<file path="config.mk">
export PLATFORM = sky130hd
export DESIGN_NAME = sipo_deframer_flat
export DESIGN_NICKNAME = d
export VERILOG_FILES = /design/src/rtl/sipo_deframer_pkg.sv /design/src/rtl/sipo_deframer_if.sv /design/src/rtl/sipo_deframer_hold.sv /design/src/rtl/sipo_deframer.sv /design/src/flat_wrapper.sv
export SDC_FILE = /design/constraint.sdc
export NUM_CORES = 1
export LEC_CHECK = 0
export CORE_MARGIN = 5
export CORE_UTILIZATION = 40
export CTS_BUF_LIST = sky130_fd_sc_hd__clkbuf_8
export CTS_CLUSTER_SIZE = 30
export DETAILED_ROUTE_END_ITERATION = 16
export PLACE_DENSITY_LB_ADDON = 0.15
export RECOVER_POWER = 25
export SLEW_MARGIN = 10
export SYNTH_ARGS = -nofsm -noshare
export SYNTH_HDL_FRONTEND = slang
export SYNTH_HIERARCHICAL = 1
export SYNTH_SLANG_ARGS = --single-unit
</file>
<file path="constraint.sdc">
create_clock -name i_clk -period 3.75 [get_ports i_clk]
set_clock_uncertainty 0.05 [all_clocks]
set_input_delay 0.9375 -clock i_clk [delete_from_list [all_inputs] [get_ports i_clk]]
set_output_delay 0.9375 -clock i_clk [all_outputs]
set_load 0.005 [all_outputs]
</file>
<file path="src/rtl/sipo_deframer_pkg.sv">
// Shared types and constants for the SIPO deframer and its PISO peer.
// Holds the FSM state encoding and the bit-counter width helper.
package sipo_pkg;

  typedef enum logic {
    IDLE  = 1'b0,
    SHIFT = 1'b1
  } state_t;

  localparam int DEFAULT_WIDTH = 10;

  function automatic int cnt_w(input int width);
    return $clog2(width + 1);
  endfunction

endpackage

</file>
<file path="src/rtl/sipo_deframer_if.sv">
// Serial receive bus plus parallel valid/ready word port of the deframer.
// slave = deframer side, master = PISO source and word consumer side.
interface sipo_deframer_if #(
  parameter int WIDTH = 10
);
  logic             si;
  logic             si_en;
  logic             sync;
  logic [WIDTH-1:0] po;
  logic             po_valid;
  logic             po_ready;
  logic             overrun;
  logic             sync_err;

  modport slave (
    input  si, si_en, sync, po_ready,
    output po, po_valid, overrun, sync_err
  );

  modport master (
    output si, si_en, sync, po_ready,
    input  po, po_valid, overrun, sync_err
  );
endinterface

</file>
<file path="src/rtl/sipo_deframer_hold.sv">
// Output holding register: loads a completed word the edge it arrives, result visible next cycle.
// A word arriving while full and not draining is dropped and flagged with a one-cycle OVERRUN.
module sipo_hold #(
  parameter int WIDTH = 10
) (
  input  logic             i_clk,
  input  logic             i_rst_n,
  input  logic [WIDTH-1:0] i_word,
  input  logic             i_word_done,
  input  logic             i_po_ready,
  output logic [WIDTH-1:0] o_po,
  output logic             o_po_valid,
  output logic             o_overrun
);

  logic [WIDTH-1:0] r_po;
  logic             r_vld;
  logic             r_ovr;
  logic             w_drain;
  logic             w_load;

  assign w_drain = r_vld & i_po_ready;
  assign w_load  = i_word_done & (~r_vld | i_po_ready);

  always_ff @(posedge i_clk or negedge i_rst_n) begin
    if (!i_rst_n) begin
      r_po  <= '0;
      r_vld <= 1'b0;
      r_ovr <= 1'b0;
    end else begin
      r_ovr <= i_word_done & ~w_load;
      if (w_load) begin
        r_po  <= i_word;
        r_vld <= 1'b1;
      end else if (w_drain) begin
        r_vld <= 1'b0;
      end
    end
  end

  assign o_po       = r_po;
  assign o_po_valid = r_vld;
  assign o_overrun  = r_ovr;

endmodule

</file>
<file path="src/rtl/sipo_deframer.sv">
// SYNC-framed MSB-first serial-to-parallel receiver; word visible the cycle after its last bit.
// Backpressure: one-word holding register; a further completed word while it is full is dropped.
module sipo_deframer
  import sipo_pkg::*;
#(
  parameter int WIDTH = DEFAULT_WIDTH
) (
  input  logic            i_clk,
  input  logic            i_rst_n,
  sipo_deframer_if.slave  bus
);

  localparam int             CW   = cnt_w(WIDTH);
  localparam logic [CW-1:0]  LAST = CW'(WIDTH - 1);

  state_t           r_state, w_state_nxt;
  logic [CW-1:0]    r_cnt,   w_cnt_nxt;
  logic [WIDTH-1:0] r_shreg, w_shreg_nxt;
  logic             r_sync_err, w_sync_err_nxt;
  logic [WIDTH-1:0] w_word;
  logic             w_word_done;
  logic [WIDTH-1:0] w_po;
  logic             w_po_valid;
  logic             w_overrun;

  assign w_word = {r_shreg[WIDTH-2:0], bus.si};

  always_comb begin
    w_state_nxt    = r_state;
    w_cnt_nxt      = r_cnt;
    w_shreg_nxt    = r_shreg;
    w_sync_err_nxt = 1'b0;
    w_word_done    = 1'b0;
    if (bus.si_en) begin
      if (bus.sync) begin
        // SYNC always wins, including on what would have been the completing bit
        w_sync_err_nxt = (r_state == SHIFT);
        w_state_nxt    = SHIFT;
        w_cnt_nxt      = CW'(1);
        w_shreg_nxt    = {{(WIDTH-1){1'b0}}, bus.si};
      end else if (r_state == SHIFT) begin
        w_shreg_nxt = w_word;
        if (r_cnt == LAST) begin
          w_word_done = 1'b1;
          w_state_nxt = IDLE;
          w_cnt_nxt   = '0;
        end else begin
          w_cnt_nxt = r_cnt + CW'(1);
        end
      end
    end
  end

  always_ff @(posedge i_clk or negedge i_rst_n) begin
    if (!i_rst_n) begin
      r_state    <= IDLE;
      r_cnt      <= '0;
      r_shreg    <= '0;
      r_sync_err <= 1'b0;
    end else begin
      r_state    <= w_state_nxt;
      r_cnt      <= w_cnt_nxt;
      r_shreg    <= w_shreg_nxt;
      r_sync_err <= w_sync_err_nxt;
    end
  end

  sipo_hold #(.WIDTH(WIDTH)) u_hold (
    .i_clk       (i_clk),
    .i_rst_n     (i_rst_n),
    .i_word      (w_word),
    .i_word_done (w_word_done),
    .i_po_ready  (bus.po_ready),
    .o_po        (w_po),
    .o_po_valid  (w_po_valid),
    .o_overrun   (w_overrun)
  );

  assign bus.po       = w_po;
  assign bus.po_valid = w_po_valid;
  assign bus.overrun  = w_overrun;
  assign bus.sync_err = r_sync_err;

endmodule

</file>
<file path="src/flat_wrapper.sv">
// flat-port wrapper written by rule: the top's interface ports become plain ports
module sipo_deframer_flat import sipo_pkg::*;
#(
  parameter int WIDTH = DEFAULT_WIDTH
)
  (i_clk, i_rst_n, bus_si, bus_si_en, bus_sync, bus_po_ready, bus_po, bus_po_valid, bus_overrun, bus_sync_err);
  sipo_deframer_if #(.WIDTH(WIDTH)) bus_i ();
  input  logic i_clk;
  input  logic i_rst_n;
  input wire logic [$bits(bus_i.si)-1:0] bus_si;
  input wire logic [$bits(bus_i.si_en)-1:0] bus_si_en;
  input wire logic [$bits(bus_i.sync)-1:0] bus_sync;
  input wire logic [$bits(bus_i.po_ready)-1:0] bus_po_ready;
  output wire logic [$bits(bus_i.po)-1:0] bus_po;
  output wire logic [$bits(bus_i.po_valid)-1:0] bus_po_valid;
  output wire logic [$bits(bus_i.overrun)-1:0] bus_overrun;
  output wire logic [$bits(bus_i.sync_err)-1:0] bus_sync_err;
  assign bus_i.si = bus_si;
  assign bus_i.si_en = bus_si_en;
  assign bus_i.sync = bus_sync;
  assign bus_i.po_ready = bus_po_ready;
  assign bus_po = bus_i.po;
  assign bus_po_valid = bus_i.po_valid;
  assign bus_overrun = bus_i.overrun;
  assign bus_sync_err = bus_i.sync_err;
  sipo_deframer #(.WIDTH(WIDTH)) u_core (.i_clk(i_clk), .i_rst_n(i_rst_n), .bus(bus_i));
endmodule
</file>
* Yosys cells after proc, flatten, opt, wreduce, memory -nomap -nowiden
Cells that the tools add are included.
** Cells by class
- Add/sub/neg operators :: 1
- Multipliers :: 0
- Divide/modulo/power cells :: 0
- Order comparisons :: 0
- Equality and inequality tests :: 1
- Shift-type cells :: 0
- Multiplexer cells :: 16
- Bitwise gates (word level) :: 6
- Reduce and logical (&&, ||, !) cells :: 3
** Operators by type and width (count)
- 9-bit 2-to-1 mux :: 2
- 4-bit 2-to-1 mux :: 3
- 1-bit 2-to-1 mux :: 11
- 4-bit by 1-bit adder with 4-bit output, second input constant :: 1
- 4-bit == test, second input constant :: 1
- 2-bit nonzero test :: 2
- 1-bit AND :: 3
- 1-bit NOT :: 2
- 2-bit AND reduction :: 1
- 1-bit OR :: 1
** Storage, ports and cells
- Register bits after elaboration :: 27
- Bits in latches :: 0
- RAM bits :: 0
- ROM bits :: 0
- Input bits :: 6
- Output and inout bits :: 13
- Memories kept :: 0

* Depth between registers and ports, before layout
Gate-level depths: netlist of the first run.
- Depth after elaboration :: 8
- Depth in mapped cells :: 6
- Depth with buffers taken out :: 6

* Cells and area by module
The synthesis of the first run kept the hierarchy.
** Modules (own cells, without submodules)
- sipo_deframer :: instances 1, cells an instance 73, area each 753.2 um2, sequential area each 375.4 um2
- sipo_hold :: instances 1, cells an instance 27, area each 486.7 um2, sequential area each 300.3 um2

* Worst setup path before layout of the first run
OpenSTA, ideal clock, no wires.
- Kind :: input to register
- From :: input port bus_sync
- To :: register u_core.u_hold.r_po[0] (netlist: u_core/u_hold/o_po[0])
- Setup time :: 125 ps
- Arrival :: 2136 ps
- Required time :: 3575 ps
- Setup slack :: 1439 ps
- Stages on the path :: 5
- Path buffers :: 2
- Path through :: buf_2 clkbuf_1 nor3_1 nand2_4 mux2_4
** On the way
- Cells in the longest elaborated chain, start to end :: 3
** RTL lines
- from (decl) :: RTL line flat_wrapper.sv:12 : input wire logic [$bits(bus_i.sync)-1:0] bus_sync;
- 1-bit 2-to-1 mux :: RTL line sipo_deframer.sv:35 : if (bus.sync) begin
- 1-bit 2-to-1 mux :: RTL line sipo_deframer.sv:34 : if (bus.si_en) begin
- net u_core.w_word_done :: RTL line sipo_deframer.sv:21 : logic w_word_done;
- 1-bit AND :: RTL line sipo_deframer_hold.sv:23 : assign w_load = i_word_done & (~r_vld | i_po_ready);
- to (signal assigned) :: RTL line sipo_deframer_hold.sv:33 : r_po <= i_word;
- to (decl) :: RTL line sipo_deframer_hold.sv:16 : logic [WIDTH-1:0] r_po;
The timed path passes the listed nets, and every way through them passes these cells.
A chain may end at the register's enable or synchronous reset.

* Final worst setup path of the first run
- From :: input port bus_sync
- To :: register u_core.u_hold.r_po[9] (netlist: u_core/u_hold/o_po[9])
The elaborated chain is that of the path after synthesis.

==> reports/qor.yml, run 1 <==
fin_crit_sh_pct: 71.46
number_of_antenna_violations_at_the_first_check_in_global_routing: 0
first_pass_grt_wire_length_um: 3926
timing.max_slew.rel_slack_pct: 7.636
postSynthAreaPerCell_um2: 12.40
netlist_instances: 100
worst_ep_required_time_ns: 3.86
mostFrequentLayoutCell: "sky130_fd_sc_hd__dfrtp_1"
ff_to_ff_start: "u_core/r_state"
detailedRoute.firstIterationViolations: 32
wirelength_um: 2261
pwrdens_nw_per_um2: 485.1
ant_nets: 0
tns_ns: 0
worst_reg_to_reg_path_cell_count: 4
port_buffers: 18
fmax_mhz: 373.2
worst-slew-pin-transition_ns: 1.385
place_congestion: 0.8297
cts_htree_levels: 1
number_of_synthesized_register_bits: 27
finalWorstPathRequiredPeriod_ns: 2.680
detailedRoute.firstPassIterationCount: 2
layout.nets: 127
timing.critical_path.arrival_ns: 2.79
reg2reg_to: "u_core/u_hold/o_po[9]"
crit_path_end: "u_core/u_hold/o_po[9]"
final_cell_mix: "sky130_fd_sc_hd__dfrtp_1 (27), sky130_fd_sc_hd__clkdlybuf4s50_1 (17), sky130_fd_sc_hd__mux2_4 (10)"
area_delta_synth_final_pct: 19.68
postLayoutSetupSlackWorst_ns: 1.070
die-height_um: 65.68
tritoncts.num_buffers: 3
crit_path_start_kind: "input port"
drive_above_1_share_pct: 14.41
grt_overall_usage_pct: 11.53
pin_count_of_the_biggest_net_entering_global_routing: 28
coreArea_um2: 3003
drv_slew: 0
crit_fanout: 19
die-area_um2: 4313
detail_route.drc_violations: 0
tritoncts_num_sinks: 27
synth.distinct_cells: 31
dieWidth_um: 65.68
clk-insertion-delay-late_ns: 0.26
power.leakage_nw: 0.6707
hp-class: "reg -> reg"
boundaryPins: 19
end_kind: "flip-flop"
route.vias.total: 833
setup_slack_at_placement_ns: 0.8136
r2r_setup_slack_ns: 1.79
setup.worst_path.class: "in -> reg"
vdd_ir_drop_max_mv: 0.2160
grt_setup_unrepaired: "no"
yosys_warnings: 6
route.detailed.wl_per_inst_um: 14.97
final_layout_fill_cell_count: 282
synth_area_um2: 1240
antenna-diode-count: 0
cts.reportedPaths.clkPinSlew_ns: 0.09
vias_in_the_first_global_route: 861
synth-seq-area-share_pct: 54.49
post_cts_hold_buffer_count: 0
run_status: "finished clean"
finalHoldViolations: 0
via_per_inst: 5.517
postCtsSetupRepairBufs: 0
placementRows: 20
cap_viol_max_count: 0
global_route.overflow_total: 0
tritoncts_clock_tree: "done"
cts_repair_resize_count: 0
detailedPlacementHpwl_um: 1600
floorplan.initialDensity_pct: 41.29
worstSetupStartpoint: "bus_sync"
timing.final.setup_violations: 0
clock_path_buffers: 2
syn-num-nets: 108
clock-root-buffer: "sky130_fd_sc_hd__clkbuf_8"
registers in the layout, indices dropped and copies added, names as in the netlist:
signal,count
u_core/bus.sync_err,1
u_core/r_cnt,4
u_core/r_shreg,9
u_core/r_state,1
u_core/u_hold/o_overrun,1
u_core/u_hold/o_po,10
u_core/u_hold/o_po_valid,1
critical path: stages:
cell and delay [ns]:
sky130_fd_sc_hd__clkdlybuf4s50_1 0.73, sky130_fd_sc_hd__nor3_1 0.54, sky130_fd_sc_hd__nand2_4 0.23, sky130_fd_sc_hd__mux2_4 0.35
cell families (layout without fill, tap and decap cells):
group                    Yosys count  in the layout  share of synthesized area, %
buffers and inverters              8             26                         3.027
AO/OA/AOI/OAI                     22             22                         12.51
multiplexers                      11             11                         13.02
adder cells (fa/ha/maj)            2              2                         2.018
flip-flops                        27             27                         54.49
AND/OR/NAND/NOR                   30             30                         14.93
synth_stat cells:
cell                        number  area, µm²
sky130_fd_sc_hd__a211oi_1        1      7.510
sky130_fd_sc_hd__a21oi_1         7      35.03
sky130_fd_sc_hd__a221o_1         1      10.01
sky130_fd_sc_hd__a22o_1          2      17.52
sky130_fd_sc_hd__and2_1          1      6.260
sky130_fd_sc_hd__and3_1          1      6.260
sky130_fd_sc_hd__and3b_1         1      8.760
sky130_fd_sc_hd__buf_2           3      15.01
sky130_fd_sc_hd__buf_4           1      7.510
sky130_fd_sc_hd__clkbuf_1        1      3.750
sky130_fd_sc_hd__clkinv_1        1      3.750
sky130_fd_sc_hd__dfrtp_1        27      675.7
sky130_fd_sc_hd__ha_1            2      25.02
sky130_fd_sc_hd__inv_1           2      7.510
sky130_fd_sc_hd__mux2_2          1      11.26
sky130_fd_sc_hd__mux2_4         10      150.1
sky130_fd_sc_hd__nand2_1         4      15.01
sky130_fd_sc_hd__nand2_2         1      6.260
sky130_fd_sc_hd__nand2_4         1      11.26
sky130_fd_sc_hd__nand2b_4        1      13.76
sky130_fd_sc_hd__nand3_1         3      15.01
sky130_fd_sc_hd__nand3b_1        2      15.01
sky130_fd_sc_hd__nand4_1         1      6.260
sky130_fd_sc_hd__nand4b_1        1      8.760
sky130_fd_sc_hd__nor2_1          3      11.26
sky130_fd_sc_hd__nor2b_1         7      43.79
sky130_fd_sc_hd__nor3_1          2      10.01
sky130_fd_sc_hd__o21ai_0         3      15.01
sky130_fd_sc_hd__o2bb2ai_1       7      61.31
sky130_fd_sc_hd__o41ai_1         1      8.760
sky130_fd_sc_hd__or4_1           1      7.510
worst min-delay path by stage:
| stage | start | endpoint | slack (ns) | cells past startpoint |
|---|---|---|---|---|
| 4_1_cts | u_core/u_hold/o_po[2] | u_core/u_hold/o_po[2] | 0.47 | 1 |
| 5_1_grt | u_core/u_hold/o_po[3] | u_core/u_hold/o_po[3] | 0.49 | 1 |
| 3_5_place_dp | u_core/u_hold/o_po[0] | u_core/u_hold/o_po[0] | 0.45 | 1 |
| 2_1_floorplan | u_core/r_shreg[8] | u_core/r_shreg[8] | 0.42 | 1 |
| 3_3_place_gp | u_core/u_hold/o_po[7] | u_core/u_hold/o_po[7] | 0.45 | 1 |
| 6_report | u_core/u_hold/o_po[3] | u_core/u_hold/o_po[3] | 0.47 | 1 |
through the flow:
step	instances	total power (W)	cell area (µm²)	hold WS [ns]	utilization, %
after detailed placement	147	0.0005688	1443	0.4501	48.04
final	151	0.0007199	1484	0.4668	49.42
after CTS	151	0.0007292	1488	0.4728	49.54
after floorplan	100	0.0004968	1240	0.4189	-
after global placement	147	0.0005624	1443	0.4460	48.04
after global routing	151	0.0007682	1484	0.4927	49.42
power by group:
group          total [W]  internal, W  switching (W)
clock           0.000158    0.0000732      0.0000849
combinational   0.000169    0.0000989      0.0000697
sequential      0.000393     0.000339      0.0000546
total           0.000720     0.000511       0.000209
cell type report:
cell class | instances | area, µm² | share of cell area (%)
inverters | 3 | 11.26 | 0.7589
clock buffers | 3 | 41.29 | 2.782
clock inverters | 1 | 3.754 | 0.2530
multi-input cells | 65 | 526.8 | 35.50
flip-flops and latches | 27 | 675.6 | 45.53
well taps | 33 | 41.29 | 2.782
repair buffers | 19 | 183.9 | 12.39
routing by layer:
layer  share of wire [%]  routed length [µm]  up-vias  track usage, %
met4                0.49                  11        0           4.922
li1                    -                   -      397               -
met3                 3.0                  67        2           2.564
met5                   0                   0        -               0
met2                  51                1147        8           19.27
met1                  46                1034      426           14.16
Power figures use the tool's default switching activity.
==> inputs of run 2 (changes only) <==
==> constraint.sdc (replaced) <==
create_clock -name i_clk -period 2.5 [get_ports i_clk]
set_clock_uncertainty 0.05 [all_clocks]
set_input_delay 0.625 -clock i_clk [delete_from_list [all_inputs] [get_ports i_clk]]
set_output_delay 0.625 -clock i_clk [all_outputs]
set_load 0.005 [all_outputs]
==> run 2 against run 1 <==
Net effect: global-route usage barely moved; count of clock-buffer cells in the layout did not move; wire length rose by 2.2%; total power rose by 51%; clock power rose by 52%; utilization rose by 0.92 points; sequential share of layout area fell by 0.83 points; sequential cell count did not move; final cell count rose by 2.0%; die area did not move; first-iteration DRC count fell by 31%; critical path type unchanged; critical endpoint unchanged.
==> reports/qor.yml, run 2 (synthesized netlist as in run 1, its figures left out) <==
dpl.cell_count: 150  # +2.0%
wirelength_um: 2310  # +2.2%
pwrdens_nw_per_um2: 721.0  # +49%
whs_ns: 0.4671  # +0.0003060 ns
detailedRoute.firstPassIterationCount: 4  # +2
mostFrequentLayoutCell: "sky130_fd_sc_hd__dfrtp_1"
dieWidth_um: 65.68  # unchanged
finalHoldViolations: 0  # unchanged
tritoncts.num_buffers: 3  # unchanged
layout.nets: 130  # +2.4%
timing.max_slew.rel_slack_pct: 66.23  # +59 points
worst_ep_required_time_ns: 2.60  # -1.26 ns
worstPathCellList: "clkdlybuf4s50_1, nand2_2, nor3_1, nand2_4, mux2_4"
cts.reportedPaths.clkPinSlew_ns: 0.09  # about the same
final_area_um2: 1511  # +1.9%
global_route.overflow_total: 0  # unchanged
coreArea_um2: 3003  # unchanged
first_pass_grt_wire_length_um: 3884  # -1.1%
drv_slew: 0  # unchanged
clock-root-buffer: "sky130_fd_sc_hd__clkbuf_8"
die-height_um: 65.68  # unchanged
tritoncts_num_sinks: 27  # unchanged
worst-slew-pin-transition_ns: 0.5065  # -0.8790 ns
clk-insertion-delay-late_ns: 0.26  # about the same
timing.final.setup_violations: 0  # unchanged
drive_above_1_share_pct: 18.18  # +3.8 points
boundaryPins: 19  # unchanged
crit_fanout: 10  # -9
via_per_inst: 5.383  # -2.4%
area_delta_synth_final_pct: 21.90
critPathSlowestCell: "sky130_fd_sc_hd__clkdlybuf4s50_1"
grt_setup_unrepaired: "no"
timing.critical_path.arrival_ns: 2.15  # -0.64 ns
grt_overall_usage_pct: 11.52  # about the same
detailedRoute.firstIterationViolations: 22  # -31%
peak_per_stage_delay_on_the_critical_path_ns: 0.50  # -0.23 ns
route.vias.total: 829  # -0.48%
detailedPlacementHpwl_um: 1595  # -0.33%
post_cts_hold_buffer_count: 0  # unchanged
setup.worst_path.class: "in -> reg"
worstPathBufferInverterCount: 1  # unchanged
largest_register_ffs: 10  # unchanged
cap_viol_max_count: 0  # unchanged
fmax_mhz: 489.1
antenna-diode-count: 0  # unchanged
final_cell_mix: "sky130_fd_sc_hd__dfrtp_1 (27), sky130_fd_sc_hd__clkdlybuf4s50_1 (17), sky130_fd_sc_hd__mux2_4 (10)"
route.detailed.wl_per_inst_um: 15.00  # +0.18%
hp-class: "reg -> reg"
floorplan.initialDensity_pct: 41.29  # unchanged
die-area_um2: 4313  # unchanged
final_layout_fill_cell_count: 282  # unchanged
postPlaceCellArea_um2: 1465  # +1.6%
vdd_ir_drop_max_mv: 0.4234  # +96%
postCtsSetupRepairBufs: 0  # unchanged
fin_crit_sh_pct: 81.79
crit_path_start_kind: "input port"
placementRows: 20  # unchanged
cp_top_family: "simple AND/OR/NAND/NOR gates"
power.leakage_nw: 0.6873  # +2.5%
port_buffers: 18  # unchanged
run_status: "finished clean"
pin_count_of_the_biggest_net_entering_global_routing: 28  # unchanged
clock_path_buffers: 2  # unchanged
p_total_w: 0.001090  # +51%
number_of_antenna_violations_at_the_first_check_in_global_routing: 0  # unchanged
instances_no_fill: 154  # +2.0%
ant_nets: 0  # unchanged
cts_repair_resize_count: 0  # unchanged
detail_route.drc_violations: 0  # unchanged
tns_ns: 0  # unchanged
tritoncts_clock_tree: "done"
cts_htree_levels: 1  # unchanged
vias_in_the_first_global_route: 820  # -4.8%
finalWorstPathRequiredPeriod_ns: 2.045
place_congestion: 0.8449  # +1.8%
end_kind: "flip-flop"
run 2: through the flow:
stage	util, %	worst slack (ns)
3_5_place_dp	48.79	0.1757
5_1_grt	50.33	0.3155
6_report	50.33	0.4552
2_1_floorplan	-	0.5012
4_1_cts	50.33	0.4498
3_3_place_gp	48.79	0.1834
run 2: area by class of cell:
cell class,count,area (µm²),share of cell area (%)
clock inverter,1,5.005,0.3311
inverter,3,11.26,0.7450
sequential,27,675.6,44.70
multi-input combinational,65,526.8,34.85
timing repair buffer,22,210.2,13.91
clock buffer,3,41.29,2.732
tap,33,41.29,2.732
run 2: worst paths after layout:
| kind | startpoint | cells after the start | to | slack, ns |
|---|---|---|---|---|
| min reg2reg | u_core/u_hold/o_po[2] | 1 | u_core/u_hold/o_po[2] | 0.47 |
| min in group asynchronous | i_rst_n | 2 | u_core/u_hold/o_po[1] | 0.75 |
| max reg2reg | u_core/r_state | 4 | u_core/u_hold/o_po[9] | 0.59 |
| max in group asynchronous | i_rst_n | 2 | u_core/r_cnt[2] | 1.39 |
| min | u_core/u_hold/o_po[2] | 1 | u_core/u_hold/o_po[2] | 0.47 |
| max | bus_si_en | 5 | u_core/u_hold/o_po[9] | 0.46 |
run 2: worst register-to-register path, cell delays in order, from the launching register on:
cell	delay, ns
sky130_fd_sc_hd__dfrtp_1	0.67
sky130_fd_sc_hd__nand2_2	0.17
sky130_fd_sc_hd__nor3_1	0.35
sky130_fd_sc_hd__nand2_4	0.22
sky130_fd_sc_hd__mux2_4	0.35
run 2: power breakdown:
part           leakage, nW  switching (W)  internal [W]
Combinational        0.301       0.000106      0.000153
Clock               0.0255       0.000128      0.000111
Sequential           0.361      0.0000835      0.000508
Total                0.687       0.000317      0.000772
run 2: per-layer routing:
layer / global-route usage (%) / share of wire [%] / vias up
met2: 19.52 / 50 / 14
met5: 0 / 0 / -
met3: 2.051 / 3.2 / 2
met4: 3.886 / 0.82 / 0
li1: - / - / 402
met1: 14.69 / 46 / 411
==> inputs of run 3 (changes only) <==
==> constraint.sdc (replaced) <==
create_clock -name i_clk -period 2.1 [get_ports i_clk]
set_clock_uncertainty 0.05 [all_clocks]
set_input_delay 0.525 -clock i_clk [delete_from_list [all_inputs] [get_ports i_clk]]
set_output_delay 0.525 -clock i_clk [all_outputs]
set_load 0.005 [all_outputs]
==> run 3 against run 2 <==
Net effect: total power is 22% higher; sequential power is 16% higher; register-to-register slack worse by 0.22 ns; combinational power is 32% higher; final area is 1.5% higher; largest power group unchanged; non-clock buffer count is 3 higher; final cell count is 1.9% higher; utilization is 0.75 points higher; count of clock-buffer cells in the layout stayed put; via count is 2.8% higher; wire length is 3.6% higher; sequential share of layout area is 0.66 points lower.
==> reports/qor.yml, run 3 (synthesized netlist as in run 1, its figures left out) <==
route.detailed.wl_per_inst_um: 15.24  # +1.6%
postCtsSetupRepairBufs: 0  # unchanged
p_sw_w: 0.0003957  # +25%
run_status: "finished clean"
crit_path_start_kind: "flip-flop"
end_kind: "primary output"
final_cell_mix: "sky130_fd_sc_hd__dfrtp_1 (27), sky130_fd_sc_hd__clkdlybuf4s50_1 (17), sky130_fd_sc_hd__mux2_4 (10)"
tritoncts_num_sinks: 27  # unchanged
timing.critical_path.arrival_ns: 1.19  # -0.96 ns
layout.nets: 133  # +2.3%
detail_route.drc_violations: 0  # unchanged
cap_viol_max_count: 0  # unchanged
global_route.overflow_total: 0  # unchanged
die-height_um: 65.68  # unchanged
worst-slew-pin-transition_ns: 0.6671  # +0.1606 ns
via_per_inst: 5.427  # +0.81%
largest_register_ffs: 10  # unchanged
detailedRoute.firstPassIterationCount: 4  # unchanged
boundaryPins: 19  # unchanged
mostFrequentLayoutCell: "sky130_fd_sc_hd__dfrtp_1"
setup.worst_path.class: "reg -> out"
die-area_um2: 4313  # unchanged
worst_reg_to_reg_path_cell_count: 7  # +3
clk-insertion-delay-late_ns: 0.27  # about the same
pin_count_of_the_biggest_net_entering_global_routing: 28  # unchanged
drive_above_1_share_pct: 20.16  # +2.0 points
finalWorstPathRequiredPeriod_ns: 1.766
route.vias.total: 852  # +2.8%
hp-class: "reg -> reg"
cts_htree_levels: 1  # unchanged
cts_repair_resize_count: 0  # unchanged
detailedRoute.firstIterationViolations: 25  # +14%
tns_ns: 0  # unchanged
pwr-share-seq_pct: 51.5  # -2.8 points
fmax_mhz: 566.2
grt_setup_unrepaired: "no"
area_delta_synth_final_pct: 23.71
instances_no_fill: 157  # +1.9%
worstPathCellList: "clkdlybuf4s50_1"
clock_path_buffers: 2  # unchanged
floorplan.initialDensity_pct: 41.29  # unchanged
drv_slew: 0  # unchanged
coreArea_um2: 3003  # unchanged
placementRows: 20  # unchanged
dieWidth_um: 65.68  # unchanged
place_congestion: 0.7948  # -5.9%
proportion_of_power_drawn_by_combinational_gates_pct: 25.6  # +1.9 points
timing.final.setup_violations: 0  # unchanged
power.leakage_nw: 0.6973  # +1.5%
whs_path_depth: 1  # unchanged
detailedPlacementHpwl_um: 1642  # +3.0%
ant_nets: 0  # unchanged
pwr-share-clk_pct: 22.9  # +0.9 points
antenna-diode-count: 0  # unchanged
peak_per_stage_delay_on_the_critical_path_ns: 0.52  # +0.02 ns
cts.reportedPaths.clkPinSlew_ns: 0.10  # about the same
pwrdens_nw_per_um2: 866.2  # +20%
tritoncts_clock_tree: "done"
vias_in_the_first_global_route: 894  # +9.0%
number_of_antenna_violations_at_the_first_check_in_global_routing: 0  # unchanged
path_depth: 1  # -4
tritoncts.num_buffers: 3  # unchanged
crit_fanout: 2  # -8
switching_share_pct: 29.78  # +0.65 points
fin_crit_sh_pct: 84.10
dpl.cell_count: 153  # +2.0%
clock-root-buffer: "sky130_fd_sc_hd__clkbuf_8"
vdd_ir_drop_max_mv: 0.6314  # +49%
wirelength_um: 2393  # +3.6%
first_pass_grt_wire_length_um: 4112  # +5.9%
cp_top_family: "buffers and inverters"
post_cts_hold_buffer_count: 0  # unchanged
r2r_setup_slack_ns: 0.37  # -0.22 ns
timing.max_slew.rel_slack_pct: 55.53  # -11 points
grt_overall_usage_pct: 12.70  # +1.2 points
worst_ep_required_time_ns: 1.52  # -1.08 ns
worstPathBufferInverterCount: 1  # unchanged
cellInternalPower_w: 0.0009331  # +21%
finalHoldViolations: 0  # unchanged
critPathSlowestCell: "sky130_fd_sc_hd__clkdlybuf4s50_1"
port_buffers: 18  # unchanged
## run 3: final cells by class
class,count,area [µm²]
Timing Repair Buffer,25,230.2
Clock buffer,3,41.29
Clock inverter,1,7.507
Fill cell,278,1469
Inverter,3,11.26
Multi-Input combinational cell,65,526.8
Sequential cell,27,675.6
Tap cell,33,41.29
## run 3: power by group through the flow
stage	clock network [W]	logic (W)	registers, W
global placement	0	0.000336	0.000690
detailed placement	0	0.000342	0.000694
finish	0.000305	0.000341	0.000684
floorplan	0	0.000204	0.000683
global route	0.000347	0.000375	0.000698
CTS	0.000317	0.000346	0.000683
## run 3: worst paths after layout
path | to | start
setup / recovery | bus_po_valid | u_core/u_hold/o_po_valid
hold / removal | u_core/u_hold/o_po[2] | u_core/u_hold/o_po[2]
setup reg to reg | u_core/u_hold/o_po[0] | u_core/r_cnt[1]
hold reg to reg | u_core/u_hold/o_po[2] | u_core/u_hold/o_po[2]
max in group asynchronous | u_core/r_shreg[7] | i_rst_n
min in group asynchronous | u_core/u_hold/o_po[1] | i_rst_n
## run 3: routing by layer
layer | GRT usage (%) | vias up | wire (µm)
li1 | - | 407 | -
met1 | 14.53 | 421 | 1075
met2 | 20.90 | 20 | 1174
met3 | 4.274 | 4 | 116
met4 | 6.477 | 0 | 27
met5 | 0 | - | 0
## run 3: metrics by stage
step	area, µm²	total power [W]	hold WS (ns)	worst slack [ns]	util [%]
detailed placement	1488	0.001036	0.4500	0.08420	49.54
CTS	1536	0.001346	0.4735	0.3129	51.17
global route	1534	0.001420	0.4824	0.2544	51.08
global placement	1488	0.001025	0.4458	0.1045	49.54
finish	1534	0.001329	0.4676	0.3340	51.08
floorplan	1240	0.0008871	0.1794	0.2012	-
